`src/rtl/sim8051_rom_loader.sv`:
```
// Program-ROM front end: packs a host byte stream into little-endian words,
// writes them from a base address, and arbitrates 8051 fetches around loads.
module sim8051_rom_loader #(
    parameter logic [7:0] PAD_BYTE = 8'h00
) (
    input  logic        clk,
    input  logic        rst,
    input  logic        load_start,
    input  logic [15:0] load_base,
    input  logic [16:0] load_len,
    input  logic        byte_valid,
    input  logic [7:0]  byte_data,
    output logic        byte_ready,
    output logic        load_busy,
    output logic        load_done,
    input  logic        cpu_req,
    input  logic [15:0] cpu_addr,
    output logic [31:0] cpu_data,
    output logic        cpu_ack,
    output logic        cpu_stall,
    output logic        rom_wr,
    output logic [15:0] rom_wr_addr,
    output logic [31:0] rom_wr_data,
    output logic [15:0] rom_addr,
    input  logic [31:0] rom_data
);

    typedef enum logic [1:0] {IDLE, FILL, WRITE, DONE} state_t;

    localparam logic [31:0] PAD_WORD = {4{PAD_BYTE}};

    state_t      state_q, state_d;
    logic [15:0] cur_addr_q, cur_addr_d;
    logic [16:0] remaining_q, remaining_d;
    logic [1:0]  lane_q, lane_d;
    logic [31:0] pack_q, pack_d;
    logic        cpu_ack_q, cpu_ack_d;
    logic [31:0] cpu_data_q, cpu_data_d;

    always_ff @(posedge clk) begin
        if (!rst) begin
            state_q     <= IDLE;
            cur_addr_q  <= '0;
            remaining_q <= '0;
            lane_q      <= '0;
            pack_q      <= '0;
            cpu_ack_q   <= 1'b0;
            cpu_data_q  <= '0;
        end else begin
            state_q     <= state_d;
            cur_addr_q  <= cur_addr_d;
            remaining_q <= remaining_d;
            lane_q      <= lane_d;
            pack_q      <= pack_d;
            cpu_ack_q   <= cpu_ack_d;
            cpu_data_q  <= cpu_data_d;
        end
    end

    always_comb begin
        state_d     = state_q;
        cur_addr_d  = cur_addr_q;
        remaining_d = remaining_q;
        lane_d      = lane_q;
        pack_d      = pack_q;
        cpu_ack_d   = 1'b0;
        cpu_data_d  = cpu_data_q;

        case (state_q)
            IDLE: begin
                if (load_start) begin
                    if (load_len == 17'd0) begin
                        state_d = DONE;
                    end else begin
                        cur_addr_d  = load_base;
                        remaining_d = load_len;
                        lane_d      = 2'd0;
                        pack_d      = PAD_WORD;
                        state_d     = FILL;
                    end
                end else if (cpu_req && !cpu_ack_q) begin
                    // ack must drop for a cycle so a held request is not re-served
                    cpu_ack_d  = 1'b1;
                    cpu_data_d = rom_data;
                end
            end
            FILL: begin
                if (byte_valid) begin
                    pack_d[{lane_q, 3'b000} +: 8] = byte_data;
                    remaining_d = remaining_q - 17'd1;
                    lane_d      = lane_q + 2'd1;
                    if (lane_q == 2'd3 || remaining_q == 17'd1)
                        state_d = WRITE;
                end
            end
            WRITE: begin
                cur_addr_d = cur_addr_q + 16'd4;
                lane_d     = 2'd0;
                pack_d     = PAD_WORD;
                state_d    = (remaining_q == 17'd0) ? DONE : FILL;
            end
            DONE: begin
                state_d = IDLE;
            end
            default: state_d = IDLE;
        endcase
    end

    assign byte_ready  = (state_q == FILL);
    assign load_busy   = (state_q != IDLE);
    assign load_done   = (state_q == DONE);
    assign cpu_stall   = load_busy;
    assign cpu_ack     = cpu_ack_q;
    assign cpu_data    = cpu_data_q;
    assign rom_wr      = (state_q == WRITE);
    assign rom_wr_addr = rom_wr ? cur_addr_q : 16'd0;
    assign rom_wr_data = rom_wr ? pack_q : 32'd0;
    assign rom_addr    = cpu_addr;

endmodule

```
`config.mk`:
```
export PLATFORM = sky130hd
export DESIGN_NAME = sim8051_rom_loader
export DESIGN_NICKNAME = d
export VERILOG_FILES = /design/src/rtl/sim8051_rom_loader.sv
export SDC_FILE = /design/constraint.sdc
export NUM_CORES = 1
export LEC_CHECK = 0
export ABC_AREA = 1
export CAP_MARGIN = 30
export CELL_PAD_IN_SITES_DETAIL_PLACEMENT = 0
export CELL_PAD_IN_SITES_GLOBAL_PLACEMENT = 1
export CORE_ASPECT_RATIO = 0.6
export CORE_MARGIN = 8
export CORE_UTILIZATION = 30
export DETAILED_ROUTE_END_ITERATION = 12
export PLACE_DENSITY = 0.81
export SYNTH_ARGS = -nofsm -noshare
export SYNTH_HDL_FRONTEND = slang
export SYNTH_SLANG_ARGS = --single-unit
```
`constraint.sdc`:
```
create_clock -name clk -period 3 [get_ports clk]
set_input_delay 0.6 -clock clk [delete_from_list [all_inputs] [get_ports clk]]
set_output_delay 0.6 -clock clk [all_outputs]
set_load 0.02 [all_outputs]
```
==> reports/metrics.yaml <==
die_x_um: 194
cap_violations: 0
crit_path_end_kind: "primary output"
synthCells: 897
p_int_mw: 2.51
relSlewSlack_pct: 54.3
die_h_um: 123
endpoint: "rom_wr_addr[10]"
core_mm2: 0.0188
max_clock_freq_mhz: 353
finalSetupTns_ns: 0
rsz0062_at_grt: "false"
r2r-end: "remaining_q[8]$_SDFFE_PN0P_"
critical_path_arrival_ns: 2.23
min-delay-start: "pack_q[18]$_SDFFE_PN0P_"
synth-seq-cells: 102
final_common_cell: "nor2_1"
detail-route-antenna-nets: 0
skew_ns: 0.0146
mostFrequentLayoutCells: "nor2_1, nand2_1, clkdlybuf4s50_1, dfxtp_1, inv_1"
wl_met3_um: 1620
grt_pass1_vias: 5384
hpwl_um: 14600
final-hold-violation-count: 0
tightest_slew_ns: 0.685
worstPathRequired_ns: 2.40
slew_viol_final: 0
grt_max_degree: 68
overflow: 0
grt_first_pass_wirelength_um: 30800
final_cell_area_mm2: 0.00766
vias: 5861
cp-start-kind: "flip-flop"
status: "completed"
syn-num-nets: 998
syn_avg_cell_area_um2: 6.35
cts_buffer_depth: 2
p_comb_share_pct: 28.4
viasPerCell: 4.59
track_usage_pct: 16.0
wl_per_cell_um: 15.2
ir_worst_vdd_uv: 269
power.share.sequential_pct: 41.0
cp-startpoint: "state_q[1]$_SDFFE_PN0P_"
postPlaceCellArea_mm2: 0.00734
initial_utilization_pct: 30.2
min_period_ns: 2.83
drive_above_1_share_pct: 5.15
design.die.area_mm2: 0.0238
rows: 39
gp_congestion: 0.874
crit_type: "flip-flop to primary output"
ioPinCount: 196
insertedDiodeCount: 0
r2r_slack_ns: 0.84
switching_share_pct: 35.0
setup_slack_ns: 0.169
wl_um: 19400
netlist_area_mm2: 0.00569
fin_nets: 1126
cts_made_buffers: 9
wl_met2_um: 7190
power.switching_mw: 1.35
p_leak_nw: 3.19
power_frac_clock_pct: 30.6
insertion_delay_ns: 0.35
drt_iter0_drc: 416
yosysSeqAreaShare_pct: 35.9
final.period_utilization_pct: 94.4
syn2layout_area_growth_pct: 34.6
drtPass1Iterations: 5
port_buffers: 163
power_density_mw_per_mm2: 503
setup_violations: 0
hp-class: "flip-flop to flip-flop"
place_ws_ns: 0.445
cts_max_level: 3
num-fill-cells: 2011
synth_warnings: 0
reg2reg_depth: 11
cp_max_fo: 27
cts.sinks: 102
met1_length_um: 10500
postCtsHoldBufs: 0
route.detailed.drc: 0
antenna_found_initial: 0
top_layer: "met4"
clk_pin_slew_ns: 0.08
r2r_start: "state_q[0]$_SDFFE_PN0P_"
cts_root_buffer: "clkbuf_16"
final_util_pct: 40.7
synth_cell_types: 35
cts_tree: "yes"
## power by group through the flow
stage	sequential [mW]	combinational (mW)	clock (mW)
floorplan	1.63	0.735	0
finish	1.58	1.09	1.18
global placement	1.61	1.09	0
detailed placement	1.61	1.08	0
global route	1.60	1.23	1.27
CTS	1.58	1.09	1.23
## Yosys cell counts, drive strengths merged
| master | count | area (um^2) |
|---|---|---|
| nor4 | 3 | 18.8 |
| o21bai | 1 | 7.51 |
| a21oi | 44 | 220 |
| o211ai | 2 | 15.0 |
| nand4 | 8 | 110 |
| clkbuf | 19 | 71.3 |
| dfxtp | 102 | 2040 |
| o21ai | 89 | 457 |
| clkinv | 1 | 3.75 |
| buf | 41 | 319 |
| xor2 | 1 | 8.76 |
| or2 | 7 | 43.8 |
| nand3 | 45 | 238 |
| ha | 7 | 87.6 |
| a22o | 2 | 17.5 |
| nor3 | 21 | 110 |
| a31oi | 1 | 6.26 |
| nor2 | 242 | 923 |
| nand2 | 159 | 607 |
| inv | 102 | 388 |
## worst max-delay path, cell delays in order (launching register included)
cell	delay (ns)
dfxtp_1	0.40
inv_2	0.05
nor2_1	0.21
inv_4	0.17
buf_4	0.26
nor2_1	0.15
clkdlybuf4s50_1	0.63
## layout make-up
cell class | instances | area, um^2 | share of cell area, %
repair buffers | 177 | 1750 | 22.8
clock inverters | 7 | 76.3 | 0.996
multi-input cells | 632 | 2870 | 37.4
clock buffers | 9 | 225 | 2.94
inverters | 103 | 394 | 5.14
well taps | 246 | 308 | 4.02
flip-flops and latches | 102 | 2040 | 26.6
## how the worst min path moves through the flow
stage,slack (ns),to,cells past startpoint
floorplan,0.44,pack_q[27]$_SDFFE_PN0P_,2
global placement,0.45,pack_q[1]$_SDFFE_PN0P_,2
detailed placement,0.46,pack_q[18]$_SDFFE_PN0P_,2
CTS,0.47,pack_q[18]$_SDFFE_PN0P_,2
global route,0.49,pack_q[23]$_SDFFE_PN0P_,2
finish,0.47,pack_q[18]$_SDFFE_PN0P_,2
## per-stage QoR
| step | total power, mW | std cells | hold slack [ns] |
|---|---|---|---|
| 6_report | 3.86 | 1276 | 0.468 |
| 5_1_grt | 4.10 | 1276 | 0.494 |
| 2_1_floorplan | 2.37 | 897 | 0.443 |
| 4_1_cts | 3.90 | 1276 | 0.469 |
| 3_5_place_dp | 2.70 | 1260 | 0.457 |
| 3_3_place_gp | 2.70 | 1260 | 0.454 |
## routing by layer
layer	global-route usage, %	up-vias
li1	-	3054
met1	24.8	2589
met2	21.3	209
met3	4.79	9
met4	1.85	0
met5	0	-
## flip-flops by register name, summed over array words and instances, names as in the netlist
register / cells
lane_q: 2
cpu_data: 32
cpu_ack: 1
remaining_q: 17
pack_q: 32
cur_addr_q: 16
state_q: 2
## repair_timing
action	4_1_cts	5_1_grt
resized for setup	0	9
setup endpoints to repair	0	12
buffers inserted	0	0
## logic make-up after synthesis
kind of cell | count (synthesis) | share of synthesized area (%)
AND/OR/NAND/NOR | 485 | 36.0
flip-flops | 102 | 35.9
adder cells (fa/ha/maj) | 7 | 1.54
XOR/XNOR | 1 | 0.154
buffers and inverters | 163 | 13.7
AO/OA/AOI/OAI | 139 | 12.7
Note: power is estimated with default switching activity, not from simulation.
